**src/rtl/bus_frame_arbiter.sv**
```systemverilog
// Round-robin shared-bus master: grants one node, serialises its frame
// MSB first onto bus_show and re-checks the payload CRC on the fly.
module bus_frame_arbiter #(
    parameter int                N_NODES  = 16,
    parameter int                DATA_W   = 64,
    parameter int                ADDR_W   = 4,
    parameter int                CRC_W    = 4,
    parameter logic [CRC_W-1:0]  CRC_POLY = 4'b0011
) (
    input  logic                         clock,
    input  logic                         reset,
    input  logic [N_NODES-1:0]           mod,
    input  logic [N_NODES*DATA_W-1:0]    Data,
    input  logic [N_NODES*ADDR_W-1:0]    receiverAddr,
    input  logic [N_NODES*CRC_W-1:0]     CRC,
    output logic [N_NODES-1:0]           ack,
    output logic                         busy,
    output logic [ADDR_W-1:0]            cur_src,
    output logic                         bus_show,
    output logic                         done,
    output logic                         crc_err
);

    localparam int CNT_W = $clog2(DATA_W + 1);
    localparam logic [CNT_W-1:0] ADDR_LAST = CNT_W'(ADDR_W - 1);
    localparam logic [CNT_W-1:0] DATA_LAST = CNT_W'(DATA_W - 1);
    localparam logic [CNT_W-1:0] CRC_LAST  = CNT_W'(CRC_W - 1);

    typedef enum logic [2:0] {
        IDLE, START, SRC, DST, DATA, CRCF, STOP
    } state_t;

    state_t              state, state_nxt;
    logic [CNT_W-1:0]    cnt, cnt_nxt;
    logic [ADDR_W-1:0]   ptr, winner, lo_win, hi_win;
    logic                hi_hit, grant, fb;
    logic [DATA_W-1:0]   sel_data, sh_data;
    logic [ADDR_W-1:0]   sel_dst, sh_src, sh_dst;
    logic [CRC_W-1:0]    sel_crc, sh_crc, crc_lat, acc;

    assign grant = (state == IDLE) && (|mod);
    assign busy  = (state != IDLE);
    assign fb    = acc[CRC_W-1] ^ sh_data[DATA_W-1];

    // Lowest request above ptr wins; otherwise wrap to the lowest overall.
    always_comb begin
        hi_hit = 1'b0;
        lo_win = '0;
        hi_win = '0;
        for (int i = N_NODES - 1; i >= 0; i--) begin
            if (mod[i]) begin
                lo_win = ADDR_W'(i);
                if (i > int'(ptr)) begin
                    hi_win = ADDR_W'(i);
                    hi_hit = 1'b1;
                end
            end
        end
        winner = hi_hit ? hi_win : lo_win;
    end

    always_comb begin
        sel_data = '0;
        sel_dst  = '0;
        sel_crc  = '0;
        for (int i = 0; i < N_NODES; i++) begin
            if (winner == ADDR_W'(i)) begin
                sel_data = Data[i*DATA_W +: DATA_W];
                sel_dst  = receiverAddr[i*ADDR_W +: ADDR_W];
                sel_crc  = CRC[i*CRC_W +: CRC_W];
            end
        end
    end

    always_ff @(posedge clock or posedge reset) begin
        if (reset) begin
            state <= IDLE;
            cnt   <= '0;
        end else begin
            state <= state_nxt;
            cnt   <= cnt_nxt;
        end
    end

    always_comb begin
        state_nxt = state;
        cnt_nxt   = '0;
        bus_show  = 1'b0;
        done      = 1'b0;
        crc_err   = 1'b0;
        case (state)
            IDLE: begin
                if (grant) state_nxt = START;
            end
            START: begin
                bus_show  = 1'b1;
                state_nxt = SRC;
            end
            SRC: begin
                bus_show = sh_src[ADDR_W-1];
                if (cnt == ADDR_LAST) state_nxt = DST;
                else cnt_nxt = cnt + 1'b1;
            end
            DST: begin
                bus_show = sh_dst[ADDR_W-1];
                if (cnt == ADDR_LAST) state_nxt = DATA;
                else cnt_nxt = cnt + 1'b1;
            end
            DATA: begin
                bus_show = sh_data[DATA_W-1];
                if (cnt == DATA_LAST) state_nxt = CRCF;
                else cnt_nxt = cnt + 1'b1;
            end
            CRCF: begin
                bus_show = sh_crc[CRC_W-1];
                if (cnt == CRC_LAST) state_nxt = STOP;
                else cnt_nxt = cnt + 1'b1;
            end
            STOP: begin
                done      = 1'b1;
                crc_err   = (acc != crc_lat);
                state_nxt = IDLE;
            end
            default: state_nxt = IDLE;
        endcase
    end

    // Shadow copies shift out MSB first; crc_lat stays intact for the check.
    always_ff @(posedge clock or posedge reset) begin
        if (reset) begin
            ptr     <= ADDR_W'(N_NODES - 1);
            cur_src <= '0;
            ack     <= '0;
            acc     <= '0;
            sh_src  <= '0;
            sh_dst  <= '0;
            sh_data <= '0;
            sh_crc  <= '0;
            crc_lat <= '0;
        end else begin
            ack <= '0;
            if (grant) begin
                ptr     <= winner;
                cur_src <= winner;
                ack     <= N_NODES'(1) << winner;
                acc     <= '0;
                sh_src  <= winner;
                sh_dst  <= sel_dst;
                sh_data <= sel_data;
                sh_crc  <= sel_crc;
                crc_lat <= sel_crc;
            end
            case (state)
                SRC:  sh_src <= sh_src << 1;
                DST:  sh_dst <= sh_dst << 1;
                DATA: begin
                    sh_data <= sh_data << 1;
                    acc     <= {acc[CRC_W-2:0], 1'b0} ^ (fb ? CRC_POLY : '0);
                end
                CRCF: sh_crc <= sh_crc << 1;
                default: ;
            endcase
        end
    end

endmodule

```
**config.mk**
```make
export PLATFORM = sky130hd
export DESIGN_NAME = bus_frame_arbiter
export DESIGN_NICKNAME = d
export VERILOG_FILES = /design/src/rtl/bus_frame_arbiter.sv
export SDC_FILE = /design/constraint.sdc
export NUM_CORES = 1
export LEC_CHECK = 0
export BUFFER_PORTS_ARGS = -buffer_cell sky130_fd_sc_hd__clkbuf_2
export CAP_MARGIN = 40
export CORE_AREA = 10 10 457 459
export DETAILED_ROUTE_END_ITERATION = 8
export DIE_AREA = 0 0 467 469
export PLACE_DENSITY = 0.32
export SLEW_MARGIN = 20
export SYNTH_ARGS = -nofsm -noshare
export SYNTH_HDL_FRONTEND = slang
export SYNTH_SLANG_ARGS = --single-unit
```
**constraint.sdc**
```tcl
create_clock -name clock -period 5.7 [get_ports clock]
set_input_delay 0.57 -clock clock [delete_from_list [all_inputs] [get_ports clock]]
set_output_delay 0.57 -clock clock [all_outputs]
set_load 0.02 [all_outputs]
```
Yosys cells after proc, flatten, opt, wreduce, memory -nomap -nowiden:

Index checks and enable logic that the tools add are counted.

* flip-flop bits (word level): 118
* bits in latches: 0
* RAM bits: 0
* memory bits (read-only): 0
* bits of input ports: 1170
* output and inout port bits: 24
* word-level logic and storage cells: 219
* memories: 0

* add/sub/neg operators: 1
* multipliers: 0
* div/mod/pow operators: 0
* order comparisons: 15
* equal/unequal tests: 29
* shift operators: 1
* mux-type cells: 149
* bitwise operators: 2
* reduce and logical (&&, ||, !) cells: 11

Operator list (count)
* $mux W64: 18
* $mux W4: 87
* $eq A4 B4 Y1 const B: 8
* $gt A4 B4 Y1 const A: 8
* $mux W1: 32
* $pmux W3 S6: 1
* $eq A4 B3 Y1 const B: 4
* $gt A3 B4 Y1 const A: 4
* $mux W16: 1
* $reduce_or A16 Y1: 1
* $shl A1 B4 Y16 const A: 1
* $mux W3: 5
* $mux W7: 2
* $pmux W7 S2: 1
* $ne A2 B2 Y1 const B: 5
* $eq A3 B3 Y1 const B: 3
* $eq A4 B2 Y1 const B: 2
* $gt A2 B4 Y1 const A: 2
* $reduce_bool A2 Y1: 4
* $add A7 B1 Y7 const B: 1
* $eq A7 B2 Y1 const B: 1
* $eq A7 B6 Y1 const B: 1
* $eq A3 B2 Y1 const B: 2
* $pmux W1 S5: 1
* other kinds (13): 13

Logic depth before layout (Yosys ltp):

Gate-level depths: netlist of the first run.

* word-level depth: 51
* gate-level depth with buffers: 17

Worst setup path before layout of the first run:

OpenSTA, ideal clock, no wires.

* kind: in2reg
* start point: input port mod[13]
* end point: register sh_data[11]
* setup time: 135 ps
* arrival: 3390 ps
* setup slack: 2175 ps
* stages: 12
* path buffers: 2
* cells stage by stage: buf_2 > or4_1 > o211ai_1 > nand3_1 > o32a_1 > a2111oi_1 > or2_1 > buf_2 > a211oi_1 > a2111o_1 > a21oi_1 > o31ai_1

* cells in the longest elaborated chain, start to end: 45
* elaborated cells between the ends (all ways): 102

RTL lines
* start, declared: line 12 `input logic [N_NODES-1:0] mod,`
* $mux W4 / $mux W1 (equally long branches): line 51 `if (mod[i]) begin`
* $mux W4 / $mux W1 (equally long branches): line 53 `if (i > int'(ptr)) begin`
* $mux W4 / $mux W1 (equally long branches): line 51
* $mux W4 / $mux W1 (equally long branches): line 53
* $mux W4 / $mux W1 (equally long branches): line 51
* $mux W4 / $mux W1 (equally long branches): line 53
* $mux W4 / $mux W1 (equally long branches): line 51
* $mux W4 / $mux W1 (equally long branches): line 53
* [14 not listed]
* $mux W4 / $mux W1 (equally long branches): line 51
* $mux W4 / $mux W1 (equally long branches): line 53
* $mux W4 / $mux W1 (equally long branches): line 51
* $mux W4: line 59 `winner = hi_hit ? hi_win : lo_win;`
* $logic_not A4 Y1: line 67 `if (winner == ADDR_W'(i)) begin`
* $mux W64 (16 in a row): line 67
* $mux W64: line 142 `if (grant) begin`
* $mux W64: line 153 `case (state)`
* end signal, assigned: line 149 `sh_data <= sel_data;`
* end signal, assigned: line 157 `sh_data <= sh_data << 1;`
* end, declared: line 37 `logic [DATA_W-1:0] sel_data, sh_data;`

Several ways; a longest one is shown, not always the timed one. The select of a mux whose other input is x is not followed.
A chain may end at the register's enable or synchronous reset.

Final worst setup path of the first run:

* start point: register ptr[3]
* end point: register sh_data[18]

* cells in the longest elaborated chain, start to end: 51
* elaborated cells between the ends (all ways): 110

RTL lines
* start, declared: line 35 `logic [ADDR_W-1:0] ptr, winner, lo_win, hi_win;`
* start signal, assigned: line 131 `ptr <= ADDR_W'(N_NODES - 1);`
* start signal, assigned: line 143 `ptr <= winner;`
* $gt A4 B4 Y1: line 53
* $mux W4 / $mux W1 (equally long branches): line 53
* $mux W4 / $mux W1 (equally long branches): line 51
* $mux W4 / $mux W1 (equally long branches): line 53
* $mux W4 / $mux W1 (equally long branches): line 51
* $mux W4 / $mux W1 (equally long branches): line 53
* $mux W4 / $mux W1 (equally long branches): line 51
* $mux W4 / $mux W1 (equally long branches): line 53
* [21 not listed]
* $mux W4 / $mux W1 (equally long branches): line 53
* $mux W4 / $mux W1 (equally long branches): line 51
* $mux W4 *: line 59
* $logic_not A4 Y1: line 67
* $mux W64 (15 in a row): line 67
* $mux W64 *: line 67
* $mux W64 *: line 142
* $mux W64 *: line 153

Mark *: on every way between the ends. The rest lies on a longest branch, timed or not. The select of a mux whose other input is x is not followed.

==> impl_metrics.ini, run 1 <==
[logic_synthesis]
synthCells = 2374
syn_avg_cell_area_um2 = 6.764
synth_edf_count = 0
ys_seq_area_frac = 0.1842
async_reset_ff_frac = 1.000
yosys.area_share.adder = 0.001403
synth_compound_area_frac = 0.4548
yosys_warnings = 0
yosys-top-cells-area = dfrtp_1 18%, nand2_1 9.2%, o21ai_0 7.9%
synth_top_area_share = 0.1777
netlist_top_cells_count = 394 x nand2_1, 255 x o21ai_0, 250 x a21oi_1
synth_xor_area_frac = 0.006000
yosys_most_used_dff = dfrtp_1
synthMostInstantiatedCell = nand2_1
yosysUniqueCellTypes = 90
synth_seq_cells = 118
syn_area_mm2 = 0.01606
yosys.area.top_type = dfrtp_1
synth_fp_nets = 3545
yosys.area_share.simple = 0.2089
synth_top_family_by_area = compound AO/OA/AOI/OAI gates
synth_mux_area_frac = 0.07543

[sta]
hold_violations = 0
fmax_ghz = 0.1864
max-slew-margin-rel = 0.3221
min_period_ps = 5366
setup_ws_ps = 334.2
maxSlewViolCount = 0
hold-worst-slack_ps = 162.9
clock_skew_ps = 16.96
tightest_slew_ps = 1009
finalCritPeriodShare = 0.9414
setup_viol = 0
rsz0062_at_grt = no

[floorplan]
boundaryPins = 1194
initial_core_util = 0.08059
dieArea_mm2 = 0.2190
core-area_mm2 = 0.1992
die_h_um = 469
fp.dieW_um = 467
row_count = 164

[detailed_routing]
ant_nets = 0
first_iter_violations = 2905
drc = 0
drt_pass1_iterations = 7
post_drt_wl_per_cell_um = 44.02
drt-total-wl_um = 277400
vias = 27640
vias_per_cell = 4.385

[global_route]
grt.overflow.total = 0
grt_use_total = 0.2386
grt_pass1_vias = 27780
grt_max_degree = 76
grt_pass1_wl_um = 337900
antenna_found_initial = 175

[power]
powerDensity_mw_per_mm2 = 201.9
swShare = 0.5221
share_comb_of_total_power = 0.606
p_switching_mw = 2.910
p_seq_frac = 0.185
ir_worst_vdd_mv = 0.1902
finalPower_mw = 5.573
p_leak_nw = 12.48
p_int_mw = 2.663
p_clk_frac = 0.209

[finish]
final_nets = 4758
stdcell_count = 6302
area_growth_pct = 71.87
drive_gt1_frac = 0.4381
finish.utilization = 0.1385

[place]
portBuffers = 1193
hpwl_um = 242300
preCtsSetupSlack_ps = -380.5
place_inst = 6215
place_congestion = 0.9213

[setup_path]
rr_startpoint = ptr[3]
cp-start-kind = flip-flop
critPathKind = flip-flop to flip-flop
r2r_end = sh_data[18]
rr_worst_depth = 17
rrSetupSlack_ps = 330
worstPathRequired_ps = 6030
worst_ep_arrival_time_ps = 5690
crit_fanout = 67
critPathCaptureType = flip-flop

[job]
cap_viol_max_count = 0

[clock_network]
clkSinkCount = 118
clk_latency_ps = 460
htreeDepth = 4
clockBufferDepth = 2
cts_inserted_buffers = 17
clkTransAtPathRegs_ps = 70
clockRootBuffer = clkbuf_16
cts_tree = done

[status]
outcome = complete, no violations

[worst_hold_path]
hold_path_class = input port to async pin
==> per-stage QoR <==
stage	cell area, um2	TNS, ps
floorplan	16060	0
global placement	26530	-1012
detailed placement	26780	-598.3
CTS	27390	-53.42
global route	27530	0
finish	27600	0
==> how the worst max path moves through the flow <==
stage	from	end	slack [ps]	cells after the start
after floorplan	reset	acc[0]	2010	1
after global placement	ptr[3]	sh_data[22]	-420	15
after detailed placement	mod[7]	sh_data[22]	-380	15
after CTS	ptr[3]	sh_data[22]	-50	15
after global routing	ptr[3]	sh_data[18]	3	17
final	ptr[3]	sh_data[18]	330	17
==> power groups by stage <==
stage	Sequential (mW)	Clock, mW	Combinational, mW
floorplan	0.969	0	1.20
global placement	1.04	0	3.36
detailed placement	1.04	0	3.39
CTS	1.03	1.18	3.41
global route	1.03	1.21	3.52
finish	1.03	1.17	3.38
==> flip-flops by register name (all words and copies together), names as in the netlist <==
signal / count
acc: 4
crc_lat: 4
ptr: 4
sh_src: 4
sh_data: 64
ack: 16
cnt: 7
sh_crc: 4
sh_dst: 4
state: 3
cur_src: 4
==> worst max-delay path, stage by stage (launching register included) <==
cell	delay, ps
dfstp_4	750
nor2b_1	100
o21ai_0	290
buf_4	210
nand2_1	190
nor3_4	360
buf_4	180
a211oi_2	80
buf_4	230
nor3_4	180
buf_12	240
buf_12	340
mux2_1	370
a222oi_1	560
buf_4	290
o31ai_1	140
a221oi_2	490
o21ai_1	100
==> metal layers <==
layer,GRT usage,vias up,routed length [um]
met3,0.07152,311,23790
met2,0.3806,1743,124400
met5,0,-,595
met4,0.06239,90,7715
met1,0.3116,13900,120900
li1,-,11600,-
==> cell usage in the layout, fill, tap and decap left out, types with 17 or more instances in the layout <==
cell type / netlist / final
mux2i_1: 94 / 93
o221ai_1: 46 / 45
buf_12: 0 / 29
a22oi_1: 54 / 54
nor2_1: 164 / 150
nand2_1: 394 / 383
a211o_1: 19 / 19
nand3_1: 71 / 71
a211oi_1: 25 / 22
o21ai_0: 255 / 248
diode_2: 0 / 46
clkbuf_2: 0 / 1193
a221oi_1: 53 / 51
clkbuf_16: 0 / 17
o22ai_1: 64 / 64
a221o_1: 19 / 19
and3_1: 46 / 46
a31oi_1: 65 / 60
buf_4: 10 / 203
a21oi_1: 250 / 249
o211ai_1: 30 / 30
dfrtp_1: 114 / 114
o21ai_1: 34 / 37
nor3_1: 38 / 38
==> cell families after synthesis <==
family / count (synthesis)
compound gates: 1105
flops: 118
xor+xnor: 11
simple gates: 773
fa+ha+maj: 2
mux: 117
buf+inv: 248
==> area by class of cell <==
class | instances | area [um2]
well taps | 2656 | 3323
repair buffers | 1433 | 8163
flip-flops and latches | 118 | 2962
fillers | 23350 | 171700
multi-input cells | 2008 | 12400
inverters | 9 | 36.28
clock inverters | 14 | 166.4
clock buffers | 18 | 429.2
diodes | 46 | 115.1
==> timing repair <==
| item | 4_1_cts | 5_1_grt |
|---|---|---|
| buffers inserted | 0 | 7 |
| pin swaps | 1 | 4 |
| hold buffers | 0 | 0 |
| gates resized for setup | 4 | 2 |
| setup endpoints to repair | 2 | 5 |
| cloned | 0 | 0 |
Note: power is estimated with default switching activity, not from simulation.
==> inputs of run 2 (changes only) <==
PLACE_DENSITY = default   (was 0.32)
==> impl_metrics.ini, run 2 (synthesized netlist as in run 1, its figures left out) <==
[status]
outcome = complete, no violations

[finish]
nFillCells = 23410
final_nets = 4824
layout_commonest_cell = clkbuf_2
area_growth_pct = 75.22
drive_gt1_frac = 0.4460
stdcell_count = 6385
largest_register = sh_data
reg_top3 = sh_data (64), ack (16), cnt (7)
final_cell_mix = 1,193 x clkbuf_2, 382 x nand2_1, 267 x buf_4, 250 x o21ai_0, 249 x a21oi_1
largest_reg_flops = 64

[floorplan]
boundaryPins = 1194
fp.dieW_um = 467
row_count = 164
dieArea_mm2 = 0.2190
die_h_um = 469
core-area_mm2 = 0.1992
initial_core_util = 0.08059

[detailed_routing]
drt-total-wl_um = 283400
vias = 28650
drc = 0
ant_nets = 0
first_iter_violations = 3204
post_drt_wl_per_cell_um = 44.39
drt_pass1_iterations = 6
vias_per_cell = 4.486

[power]
ir_worst_vdd_mv = 0.2336
powerDensity_mw_per_mm2 = 200.9
p_int_mw = 2.738
swShare = 0.5155
p_clk_frac = 0.220
p_seq_frac = 0.178
share_comb_of_total_power = 0.602
p_leak_nw = 12.82
p_switching_mw = 2.913

[clock_network]
cts_resized = 0
cts_inserted_buffers = 17
cts_tree = done
clockBufferDepth = 2
clk_latency_ps = 510
hold_buffers = 0
post_cts_buffers = 0
clkSinkCount = 118
htreeDepth = 4
clkTransAtPathRegs_ps = 80
clockRootBuffer = clkbuf_16

[setup_path]
worst_ep_arrival_time_ps = 5600
path_buf_inv = 5
worstPathRequired_ps = 6080
crit_fanout = 18
critPathCaptureType = flip-flop
cp.depth = 16
cp_slowest_stage_delay_ps = 770
critPathTopFamily = compound AO/OA/AOI/OAI gates
cp_slowest_cell = dfstp_2
rr_worst_depth = 16
worst_path_most_repeated_cell = buf_4
critPathKind = flip-flop to flip-flop
crit_chain = a21boi_1, o22a_1, or2_1, nor3_4, a211oi_2, buf_4, or3_4, buf_4, nand2_1, buf_4, o21ai_0, a311oi_2, buf_6, buf_4, o221ai_1, a221o_1
cp-start-kind = flip-flop

[place]
place_inst = 6288
place_congestion = 0.9636
preCtsSetupSlack_ps = 441.1
portBuffers = 1193
hpwl_um = 247700

[global_route]
grt_pass1_vias = 27900
grt_max_degree = 71
antenna_found_initial = 224
grt_use_total = 0.2448
grt.overflow.total = 0
grt_pass1_wl_um = 342600

[sta]
fmax_ghz = 0.1914
min_period_ps = 5225
max-slew-margin-rel = 0.3634
hold_violations = 0
finalCritPeriodShare = 0.9167
clock_skew_ps = 12.99
rsz0062_at_grt = no
fin_setup_tns_ps = 0
maxSlewViolCount = 0
tightest_slew_ps = 955.0
setup_viol = 0
setup_ws_ps = 474.6

[worst_hold_path]
hold_path_class = input port to async pin

[job]
cap_viol_max_count = 0
-- run 2: routing by layer --
layer	part of all wire	global-route usage
met2	0.45	0.3924
met3	0.10	0.08784
met4	0.041	0.08303
met1	0.41	0.3021
met5	0.0028	0
-- run 2: worst reg2reg max path, cell delays in order, from the launching register on --
cell,delay [ps]
dfstp_2,770
a21boi_1,190
o22a_1,250
or2_1,460
nor3_4,310
a211oi_2,110
buf_4,220
or3_4,400
buf_4,210
nand2_1,280
buf_4,210
o21ai_0,100
a311oi_2,500
buf_6,230
buf_4,140
o221ai_1,320
a221o_1,420
-- run 2: area by class of cell --
type | count | area [um2] | share of cell area
clock buffers | 17 | 425.4 | 0.01512
flip-flops and latches | 118 | 2958 | 0.1051
inverters | 9 | 38.79 | 0.001379
well taps | 2656 | 3323 | 0.1181
diodes | 63 | 157.7 | 0.005603
clock inverters | 15 | 182.7 | 0.006493
multi-input cells | 2008 | 12350 | 0.4391
repair buffers | 1499 | 8695 | 0.3090
-- run 2: final timing paths --
kind,start,endpoint,slack [ps]
hold reg to reg,cnt[0],cnt[0],450
setup / recovery,ptr[3],sh_data[41],470
min in group clock,Data[1019],sh_data[59],310
hold / removal,reset,sh_data[56],40
setup reg to reg,ptr[3],sh_data[41],470
max in group asynchronous,reset,ptr[3],4630
-- run 2: metrics by stage --
step	hold slack [ps]	cell area (um2)	utilization	total power, mW
5_1_grt	37.71	28030	0.1407	5.852
4_1_cts	12.08	27940	0.1402	5.692
3_3_place_gp	445.9	27130	0.1362	4.394
2_1_floorplan	424.4	16060	-	2.171
6_report	42.86	28130	0.1412	5.651
3_5_place_dp	443.6	27330	0.1372	4.414
-- run 2: power groups by stage --
stage	sequential, mW	combinational (mW)	clock, mW
floorplan	0.969	1.20	0
global placement	1.02	3.37	0
detailed placement	1.02	3.40	0
CTS	1.00	3.41	1.28
global route	1.01	3.54	1.30
finish	1.00	3.40	1.24
